<file path="src/rtl/axis_insert_arbiter.sv">
// axis_insert_arbiter
//   Round-robin arbiter that gives one of NUM_CH channels exclusive use of a
//   shared header inserter. Each grant carries exactly one header beat and one
//   payload packet. After both have been handed over, the arbiter returns to
//   IDLE for one cycle and then re-arbitrates.
//
// Ports
//   clk, rst             single clock; synchronous active-high reset
//   ch_en[NUM_CH]        per-channel arbitration enable
//   s_hdr_*              per-channel header streams (flattened, ch i at [i*W +: W])
//   s_dat_*              per-channel payload streams (flattened)
//   m_hdr_*              header stream of the granted channel, to the inserter
//   m_dat_*              payload stream of the granted channel (combinational pass-through)
//   grant[NUM_CH]        registered one-hot owner; all zeros when idle
//   busy                 registered; high while a channel owns the inserter
module axis_insert_arbiter #(
    parameter int DATA_WD      = 32,
    parameter int DATA_BYTE_WD = DATA_WD / 8,
    parameter int NUM_CH       = 4
) (
    input  logic                           clk,
    input  logic                           rst,
    input  logic [NUM_CH-1:0]              ch_en,

    input  logic [NUM_CH-1:0]              s_hdr_tvalid,
    input  logic [NUM_CH*DATA_WD-1:0]      s_hdr_tdata,
    input  logic [NUM_CH*DATA_BYTE_WD-1:0] s_hdr_tkeep,
    output logic [NUM_CH-1:0]              s_hdr_tready,

    input  logic [NUM_CH-1:0]              s_dat_tvalid,
    input  logic [NUM_CH*DATA_WD-1:0]      s_dat_tdata,
    input  logic [NUM_CH*DATA_BYTE_WD-1:0] s_dat_tkeep,
    input  logic [NUM_CH-1:0]              s_dat_tlast,
    output logic [NUM_CH-1:0]              s_dat_tready,

    output logic                           m_hdr_tvalid,
    output logic [DATA_WD-1:0]             m_hdr_tdata,
    output logic [DATA_BYTE_WD-1:0]        m_hdr_tkeep,
    input  logic                           m_hdr_tready,

    output logic                           m_dat_tvalid,
    output logic [DATA_WD-1:0]             m_dat_tdata,
    output logic [DATA_BYTE_WD-1:0]        m_dat_tkeep,
    output logic                           m_dat_tlast,
    input  logic                           m_dat_tready,

    output logic [NUM_CH-1:0]              grant,
    output logic                           busy
);

    localparam int PW = $clog2(NUM_CH);

    typedef enum logic {IDLE, ACTIVE} state_t;

    state_t          state;
    logic [PW-1:0]   gidx;      // binary index of the owner, drives the muxes
    logic [PW-1:0]   ptr;       // last granted channel; search starts at ptr+1
    logic            hdr_done;
    logic            pkt_done;

    logic [NUM_CH-1:0] req;
    logic              arb_found;
    logic [PW-1:0]     arb_idx;
    logic              hdr_hs;
    logic              pkt_hs;
    int                j;

    assign req = s_hdr_tvalid & ch_en;

    // Round-robin search: first requester at ptr+1, ptr+2, ... wrapping, so
    // the channel granted last time is considered last.
    always_comb begin
        arb_found = 1'b0;
        arb_idx   = '0;
        j         = 0;
        for (int k = 1; k <= NUM_CH; k++) begin
            j = int'(ptr) + k;
            if (j >= NUM_CH) j = j - NUM_CH;
            if (!arb_found && req[j]) begin
                arb_found = 1'b1;
                arb_idx   = PW'(j);
            end
        end
    end

    // Output muxing. Everything is forced to zero outside ACTIVE; once a
    // stream's done flag is set that stream is closed for the rest of the grant.
    always_comb begin
        m_hdr_tvalid = 1'b0;
        m_hdr_tdata  = '0;
        m_hdr_tkeep  = '0;
        m_dat_tvalid = 1'b0;
        m_dat_tdata  = '0;
        m_dat_tkeep  = '0;
        m_dat_tlast  = 1'b0;
        s_hdr_tready = '0;
        s_dat_tready = '0;
        if (state == ACTIVE) begin
            m_hdr_tvalid       = s_hdr_tvalid[gidx] & ~hdr_done;
            m_hdr_tdata        = s_hdr_tdata[int'(gidx)*DATA_WD +: DATA_WD];
            m_hdr_tkeep        = s_hdr_tkeep[int'(gidx)*DATA_BYTE_WD +: DATA_BYTE_WD];
            s_hdr_tready[gidx] = m_hdr_tready & ~hdr_done;
            m_dat_tvalid       = s_dat_tvalid[gidx] & ~pkt_done;
            m_dat_tdata        = s_dat_tdata[int'(gidx)*DATA_WD +: DATA_WD];
            m_dat_tkeep        = s_dat_tkeep[int'(gidx)*DATA_BYTE_WD +: DATA_BYTE_WD];
            m_dat_tlast        = s_dat_tlast[gidx];
            s_dat_tready[gidx] = m_dat_tready & ~pkt_done;
        end
    end

    assign hdr_hs = m_hdr_tvalid & m_hdr_tready;
    assign pkt_hs = m_dat_tvalid & m_dat_tready & m_dat_tlast;

    always_ff @(posedge clk) begin
        if (rst) begin
            state    <= IDLE;
            grant    <= '0;
            busy     <= 1'b0;
            gidx     <= '0;
            ptr      <= PW'(NUM_CH - 1);
            hdr_done <= 1'b0;
            pkt_done <= 1'b0;
        end else begin
            case (state)
                IDLE: begin
                    if (arb_found) begin
                        state <= ACTIVE;
                        busy  <= 1'b1;
                        grant <= NUM_CH'(1) << arb_idx;
                        gidx  <= arb_idx;
                        ptr   <= arb_idx;
                    end
                end
                ACTIVE: begin
                    // Release when both streams are finished, counting a
                    // completion happening in this very cycle.
                    if ((hdr_done | hdr_hs) && (pkt_done | pkt_hs)) begin
                        state    <= IDLE;
                        busy     <= 1'b0;
                        grant    <= '0;
                        hdr_done <= 1'b0;
                        pkt_done <= 1'b0;
                    end else begin
                        if (hdr_hs) hdr_done <= 1'b1;
                        if (pkt_hs) pkt_done <= 1'b1;
                    end
                end
                default: state <= IDLE;
            endcase
        end
    end

endmodule
</file>
<file path="config.mk">
export PLATFORM = sky130hd
export DESIGN_NAME = axis_insert_arbiter
export DESIGN_NICKNAME = d
export VERILOG_FILES = /design/src/rtl/axis_insert_arbiter.sv
export SDC_FILE = /design/constraint.sdc
export NUM_CORES = 1
export LEC_CHECK = 0
export ABC_AREA = 1
export BUFFER_PORTS_ARGS = -buffer_cell sky130_fd_sc_hd__buf_2
export CAP_MARGIN = 20
export CORE_AREA = 2 2 155 157
export CTS_BUF_LIST = sky130_fd_sc_hd__clkbuf_8 sky130_fd_sc_hd__clkbuf_16
export DETAILED_ROUTE_END_ITERATION = 10
export DIE_AREA = 0 0 157 159
export SETUP_SLACK_MARGIN = 0.02
export SYNTH_ARGS = -nofsm -noshare
export SYNTH_HDL_FRONTEND = slang
export SYNTH_SLANG_ARGS = --single-unit
</file>
<file path="constraint.sdc">
create_clock -name clk -period 4.63 [get_ports clk]
set_input_delay 0 -clock clk [delete_from_list [all_inputs] [get_ports clk]]
set_output_delay 0 -clock clk [all_outputs]
set_load 0.01 [all_outputs]
</file>
=== After elaboration in Yosys (flattened, before gate mapping) ===
Index checks and enable logic that the tools add are counted.

* Register bits after elaboration: 12
* Input bits: 308

* Add/sub/neg operators: 8
* Magnitude comparators: 10
* Equality and inequality tests: 2
* Shifts and indexed selects: 5
* Muxes and demuxes: 54
* Bitwise logic cells: 15
* Reduce and logical (&&, ||, !) cells: 14

{| class="wikitable"
|+ Operator list
! kind !! number
|-
| 128-bit by 8-bit indexed part select with 32-bit output || 2
|-
| 32-bit two-way mux || 6
|-
| 32-bit by 4-bit less-than comparator with 1-bit output (second input constant) || 4
|-
| 16-bit by 5-bit indexed part select with 4-bit output || 2
|-
| 1-bit two-way mux || 27
|-
| 4-bit two-way mux || 6
|-
| 1-bit binary-select mux with 2-bit select || 7
|-
| 4-bit bitwise AND || 3
|-
| 3-bit by 3-bit subtractor with 4-bit output (second input constant) || 3
|-
| 3-bit greater-or-equal comparator (second input constant) || 3
|-
| 2-bit two-way mux || 4
|-
| 4-bit one-hot mux with 2 select lines || 1
|-
| 2-bit AND reduction || 4
|-
| 1-bit bitwise AND || 7
|-
| 2-bit by 2-bit adder with 3-bit output (second input constant) || 2
|-
| 1-bit logical AND || 5
|-
| 4-bit by 3-bit subtractor with 5-bit output (second input constant) || 1
|-
| 2-bit by 3-bit adder with 4-bit output (second input constant) || 1
|-
| 4-bit by 3-bit greater-or-equal comparator with 1-bit output (second input constant) || 1
|-
| 1-bit one-hot mux with 2 select lines || 2
|-
| 2-bit nonzero test || 2
|-
| 1-bit by 2-bit left shift with 4-bit output (first input constant) || 1
|-
| 2-bit by 1-bit adder with 3-bit output (second input constant) || 1
|-
| 1-bit zero test || 3
|-
| 7 further kinds || 10
|}

=== Logic depth before layout (Yosys ltp) ===
Gate-level depths: netlist of run 1.

* Word-level depth: 19
* Gate-level depth with buffers: 14
* Gate-level depth less buffers: 12

=== Worst setup path after synthesis of run 1 ===
Ideal clock, no wire load.

* Path kind: reg2reg
* From: reg ptr[0]
* To: reg ptr[1]
* Arrival time: 1,357 ps
* Required time: 4,502 ps
* Path slack: 3,146 ps
* Cell stages (with the launch flop): 13
* Buffers on the path: 2
* Clock period less this slack: 1,484 ps
* Cell sequence: dfxtp_1 buf_6 inv_4 buf_8 nand2_2 nand2_2 nand2_2 nand2_2 nand3_4 o21ai_4 nor2_2 inv_1 o211ai_1

* Cells in the longest elaborated chain, start to end: 17
* Elaborated cells between the ends (all ways): 43
* Classes of those cells: 8 x add/sub; 4 x order compare; 24 x mux; 7 x reduce/logical

{| class="wikitable"
|+ Ends and longest elaborated chain
! item !! RTL line !! text
|-
| start, declared || 57 || <nowiki>logic [PW-1:0] ptr;</nowiki>
|-
| start signal, assigned || 120 || <nowiki>ptr <= PW'(NUM_CH - 1);</nowiki>
|-
| start signal, assigned || 131 || <nowiki>ptr <= arb_idx;</nowiki>
|-
| 2-bit by 1-bit adder with 3-bit output || 77 || <nowiki>j = int'(ptr) + k;</nowiki>
|-
| 3-bit by 3-bit subtractor with 4-bit output or 3-bit greater-or-equal comparator (tied branches) || 78 || <nowiki>if (j >= NUM_CH) j = j - NUM_CH;</nowiki>
|-
| 32-bit two-way mux || 78 ||
|-
| 1-bit binary-select mux with 2-bit select || 79 || <nowiki>if (!arb_found && req[j]) begin</nowiki>
|-
| 1-bit two-way mux (not written as such) (2 in series) || 79 ||
|-
| 1-bit two-way mux || 79 ||
|-
| 1-bit zero test || 79 ||
|-
| 1-bit logical AND || 79 ||
|-
| 1-bit two-way mux || 79 ||
|-
| 1-bit zero test || 79 ||
|-
| 1-bit logical AND || 79 ||
|-
| 1-bit two-way mux || 79 ||
|-
| 1-bit zero test || 79 ||
|-
| 1-bit logical AND || 79 ||
|-
| 1-bit two-way mux || 79 ||
|-
| 2-bit AND reduction (no source line) || -- ||
|}

Several ways; a longest one is shown, not always the timed one. The select of a mux whose other input is x is not followed.
A chain may end at the register's enable or synchronous reset.

=== Worst setup path after layout of run 1 ===
* From: reg gidx[1]
* To: out m_hdr_tkeep[0]

* Cells in the longest elaborated chain, start to end: 2

{| class="wikitable"
|+ Ends and longest elaborated chain
! item !! RTL line !! text
|-
| start, declared || 56 || <nowiki>logic [PW-1:0] gidx;</nowiki>
|-
| start signal, assigned || 130 || <nowiki>gidx <= arb_idx;</nowiki>
|-
| 16-bit by 5-bit indexed part select with 4-bit output || 101 || <nowiki>m_hdr_tkeep = s_hdr_tkeep[int'(gidx)*DATA_BYTE_WD +: DATA_BYTE_WD];</nowiki>
|-
| 4-bit two-way mux || 98 || <nowiki>if (state == ACTIVE) begin</nowiki>
|-
| end, declared || 38 || <nowiki>output logic [DATA_BYTE_WD-1:0] m_hdr_tkeep,</nowiki>
|}

No other way between the ends.

==> results of run 1 <==
==> worst max-delay path, cell delays in order, from the launching register on <==
cell and delay (ns):
dfxtp_1 0.48, nand2_1 0.15, inv_2 0.74, buf_4 0.44, a22oi_1 0.17, a21oi_1 0.16
buf_2 0.19
==> metrics by stage <==
step / area, um2 / power [W]
after floorplan: 2536 / 0.001571
after global placement: 4793 / 0.002340
after detailed placement: 4793 / 0.002352
after CTS: 4882 / 0.002543
after global routing: 4907 / 0.002785
final: 4907 / 0.002569
==> metal layers <==
metal	track usage, %	vias to the layer above	part of all wire, %
li1	-	2330	-
met1	16.79	2189	41
met2	22.55	330	47
met3	2.858	30	9.8
met4	2.377	8	2.0
met5	0	-	0.27
==> cells in the final DEF, fill, tap and decap left out, drive strengths merged <==
cell type,n
a22oi,144
nand2,63
nand3,21
o21ai,1
o211ai,2
dfxtp,12
buf,402
inv,17
nand4,4
nor2,25
clkbuf,4
diode,2
nor3,1
a21oi,83
==> final timing paths <==
check | startpoint | endpoint | slack (ns) | depth (start not counted)
worst max-delay path | gidx[1] | m_hdr_tkeep[0] | 2.03 | 6
worst max register to register | gidx[1] | grant[2] | 2.22 | 11
worst min-delay path | rst | busy | 0.04 | 2
worst min register to register | busy | busy | 0.47 | 2
==> sequential cells by signal (all words and copies together), names as in the netlist <==
signal	cells
grant	4
gidx	2
ptr	2
busy	1
hdr_done	1
pkt_done	1
state	1
==> cell families after synthesis <==
kind of cell,count (synthesis),share of synthesized area [%]
AOI/OAI and AO/OA,230,60.24
buffers and inverters,60,9.965
DFF,12,9.472
and+or+nand+nor,114,20.33
==> power breakdown <==
group / switching [W] / internal [W]
sequential: 0.0000491 / 0.000141
clock: 0.0000452 / 0.000130
combinational: 0.00136 / 0.000839
==> final cells by class <==
type	count	area, um2
fillers	2635	18290
multi-input cells	344	2066
repair buffers	402	2042
well taps	319	399.1
flip-flops and latches	12	240.2
clock buffers	4	88.84
inverters	17	66.31
diodes	2	5.005
==> flow_summary.toml, run 1 <==
[outcome]
status = "finished, final reports clean"

[sta]
report.final.hold_viol_count = 0
rsz0062_at_grt = "false"
finalHoldWorstSlack_ns = 0.03746
finalSetupTns_ns = 0
layout_min_cycle_time_ns = 2.595
fin_skew_ns = 0.002082
fmax_mhz = 385.3
finalCritPeriodShare_pct = 56.06
tightest_slew_ns = 0.9848
slew_headroom_pct = 34.25
setup_viol = 0
layout_setup_ws_ns = 2.035
finalMaxSlewViolations = 0

[clock_tree]
clkTransAtPathRegs_ns = 0.05
clock_path_buffers = 2
cts_buffers = 3
insertion_delay_ns = 0.24
postCtsHoldBufs = 0
cts_tree = "done"
cts_setup_buffers = 0
ctsResizeCount = 0
clkSinkCount = 12
h-tree-depth = 1
clockRootBuffer = "clkbuf_16"

[place]
io_buffers = 395
dp.cells = 1093
gp_congestion = 0.9099
dp_hpwl_um = 15130
place_ws_ns = 2.213

[worst_setup_path]
cp.required_ns = 4.63
path_class = "flop to output pin"
startpoint_type = "flop"
cp.arrival_ns = 2.60
path_max_fanout = 50
end_kind = "output pin"

[grt]
first_global_vias = 4428
grt_first_pass_wirelength_um = 25340
antenna_found_initial = 7
track_usage_pct = 13.09
gr-total-overflow = 0
grt_max_degree = 51

[drt]
via_count = 4887
wl_per_cell_um = 16.74
postRouteAntennaNets = 0
drc = 0
wl_um = 18410
vias_per_cell = 4.443
drt_iter0_markers = 463
firstDrtPassIters = 5

[synth]
synth_top_area_share_pct = 42.62
synth-seq-cells = 12
synth_edf_count = 0
syn_nets = 724
ys_top_cells_by_count = "a22oi_1, a21oi_1, nand2_1"
synth_most_common_cell = "a22oi_1"
syn_avg_cell_area_um2 = 6.097
ys.flop_type = "dfxtp_1"
yosys_warnings = 0
ys_types = 22
yosysTopAreaCell = "a22oi_1"
synth_area_leaders = "a22oi_1, a21oi_1, dfxtp_1, nand2_1, nand3_1"
ys_seq_area_share_pct = 9.472
syn_area_mm2 = 0.002536
ys_async_sr_fraction_pct = 0
synth_cells = 416

[layout]
layout.nets = 1088
final_core_util_pct = 21.16
fin_cells = 1100
drive_gt1_share_pct = 54.94
area_growth_pct = 93.49

[die]
rows = 56
io_pins = 396
die_area_mm2 = 0.02496
fp.dieW_um = 157
core_mm2 = 0.02319
start_util_pct = 10.94
dieHeight_um = 159

[power]
powerDensity_mw_per_mm2 = 523.4
leakage_nw = 2.502
ir_drop_uv = 257.5

[min_path]
hp-class = "primary input to flop"

[flow_run]
cap_violations = 0
Note: power is estimated with default switching activity, not from simulation.
==> inputs of run 2 (changes only) <==
Settings changed: ABC_AREA 1 to 0, CORE_AREA 2 2 155 157 to 2 2 152 154, DIE_AREA 0 0 157 159 to 0 0 154 156.
Clock period 4.63 ns to 2.6 ns, I/O delays scaled along.
==> run 2 against run 1 <==
  * Sequential power increased by 19%
  * Core utilization increased by 2.4 points
  * Sequential cell count unchanged
  * Critical endpoint is now m_hdr_tdata[17]
==> flow_summary.toml, run 2 <==
[outcome]
status = "finished, final reports clean"

[grt]
first_global_vias = 3842
track_usage_pct = 12.46
antenna_found_initial = 11
grt_max_degree = 50
grt_first_pass_wirelength_um = 22990
gr-total-overflow = 0

[sta]
finalCritPeriodShare_pct = 82.20
tightest_slew_ns = 0.6011
layout_setup_ws_ns = 0.4627
fin_skew_ns = 0.003774
setup_viol = 0
rsz0062_at_grt = "false"
slew_headroom_pct = 59.93
finalSetupTns_ns = 0
report.final.hold_viol_count = 0
layout_min_cycle_time_ns = 2.137
finalMaxSlewViolations = 0
fmax_mhz = 467.9
finalHoldWorstSlack_ns = 0.08562

[drt]
firstDrtPassIters = 4
wl_met2_um = 8008
wl_um = 16710
wl_per_cell_um = 18.08
drc = 0
top_layer_used = "met5"
met3_length_um = 1808
wl_met1_um = 6710
vias_per_cell = 4.310
via_count = 3982
drt_iter0_markers = 237
postRouteAntennaNets = 0

[clock_tree]
cts_setup_buffers = 0
cts_tree = "done"
ctsResizeCount = 0
clock_path_buffers = 2
cts_buffers = 3
clkTransAtPathRegs_ns = 0.04
clockRootBuffer = "clkbuf_16"
postCtsHoldBufs = 0
insertion_delay_ns = 0.24
clkSinkCount = 12
h-tree-depth = 1

[synth]
synth_most_common_cell = "mux4_2"
yosysTopAreaCell = "mux4_2"
syn_area_mm2 = 0.002912
synth_area_leaders = "mux4_2, and2_1, dfxtp_1, clkbuf_1, nor2_1"
ys_seq_area_share_pct = 8.251
yosys_warnings = 0
ys_async_sr_fraction_pct = 0
synth_cells = 255
syn_nets = 563
ys.flop_type = "dfxtp_1"
synth_top_area_share_pct = 58.01
syn_avg_cell_area_um2 = 11.42
synth_edf_count = 0
ys_types = 37
synth-seq-cells = 12
ys_top_cells_by_count = "mux4_2, and2_1, clkbuf_1"

[worst_setup_path]
cp.required_ns = 2.60
crit_slowest_cell = "mux4_2"
path_class = "flop to output pin"
startpoint_type = "flop"
crit_family = "buffers and inverters"
path_max_fanout = 27
path_cells = "buf_4 -> mux4_2 -> and2_1 -> buf_2"
end_kind = "output pin"
cp.arrival_ns = 2.14
crit_path_max_incr_delay_ns = 0.59
critical_path_buf_inv_count = 2

[place]
dp_hpwl_um = 14610
dp.cells = 913
io_buffers = 395
gp_congestion = 0.8032
place_ws_ns = 0.6683

[power]
ir_drop_uv = 326.6
leakage_nw = 2.571
p_total_w = 0.001598
powerDensity_mw_per_mm2 = 302.8

[die]
fp.dieW_um = 154
core_mm2 = 0.02237
die_area_mm2 = 0.02402
start_util_pct = 13.02
rows = 55
io_pins = 396
dieHeight_um = 156

[layout]
layout.nets = 941
drive_gt1_share_pct = 76.90
layout_common_cells = "buf_2, mux4_2, and2_1"
top_register = "grant"
reg.largest.list = "grant x4, gidx x2, ptr x2"
largest_register_ffs = 4
area_growth_pct = 81.31
mostFrequentLayoutCell = "buf_2"
fin_cells = 924
fill_cells = 2440

[min_path]
hp-class = "primary input to flop"

[flow_run]
cap_violations = 0
[run 2: cell count changes in the layout (fill, tap and decap cells not counted), moves of 7 or more]
| cell | previous run | this run |
|---|---|---|
| nand3_1 | 19 | 2 |
| inv_1 | 14 | 2 |
| nand2_2 | 11 | 0 |
| mux4_2 | 0 | 75 |
| a21oi_1 | 83 | 1 |
| a22oi_1 | 144 | 1 |
| nand2_1 | 52 | 7 |
| nor3_1 | 1 | 9 |
| nor2_1 | 20 | 13 |
| and2_1 | 0 | 74 |
[run 2: report_power, final]
part	internal [W]	switching, W	leakage, nW
logic	0.000628	0.000465	2.43
registers	0.000201	0.0000253	0.100
clock network	0.000202	0.0000771	0.0423
total	0.00103	0.000567	2.57
[run 2: worst paths after layout]
kind            start         endpoint  slack (ns)  cells after the start
max           gidx[0]  m_hdr_tdata[17]        0.46                      4
min               rst             busy        0.09                      2
min reg2reg  grant[3]         grant[3]        0.47                      1
max reg2reg   gidx[0]         grant[1]        0.72                      5
[run 2: per-stage QoR]
step	util, %	cell area (um2)
3_3_place_gp	23.17	5182
6_report	23.60	5279
5_1_grt	23.58	5274
4_1_cts	23.52	5261
2_1_floorplan	-	2912
3_5_place_dp	23.17	5182
[run 2: metal layers]
metal | up-vias | global-route usage [%]
met5 | - | 0
li1 | 1790 | -
met3 | 18 | 4.667
met4 | 8 | 2.136
met1 | 1919 | 15.54
met2 | 247 | 20.84
[run 2: final cells by class]
class                           count  area [um2]  share of cell area (%)
Sequential cell                    12       249.0                   4.717
Timing Repair Buffer              401        2034                   38.54
Multi-Input combinational cell    214        2539                   48.09
Tap cell                          285       356.6                   6.755
Clock buffer                        3       75.07                   1.422
Antenna cell                        7       17.52                  0.3318
Clock inverter                      1       3.754                 0.07111
Inverter                            1       3.754                 0.07111
[run 2: worst reg2reg max path: cells and delay by family (launching register included)]
| family | cells | cell delay, ns |
|---|---|---|
| muxes | 1 | 0.58 |
| AOI/OAI and AO/OA | 2 | 0.57 |
| DFF | 1 | 0.48 |
| and+or+nand+nor | 2 | 0.19 |
[run 2: logic make-up after synthesis]
logic type,Yosys count,share of synthesized area (%)
multiplexers,75,58.01
AO/OA/AOI/OAI,19,5.200
flip-flops,12,8.251
buffers and inverters,29,4.555
AND/OR/NAND/NOR,120,23.98
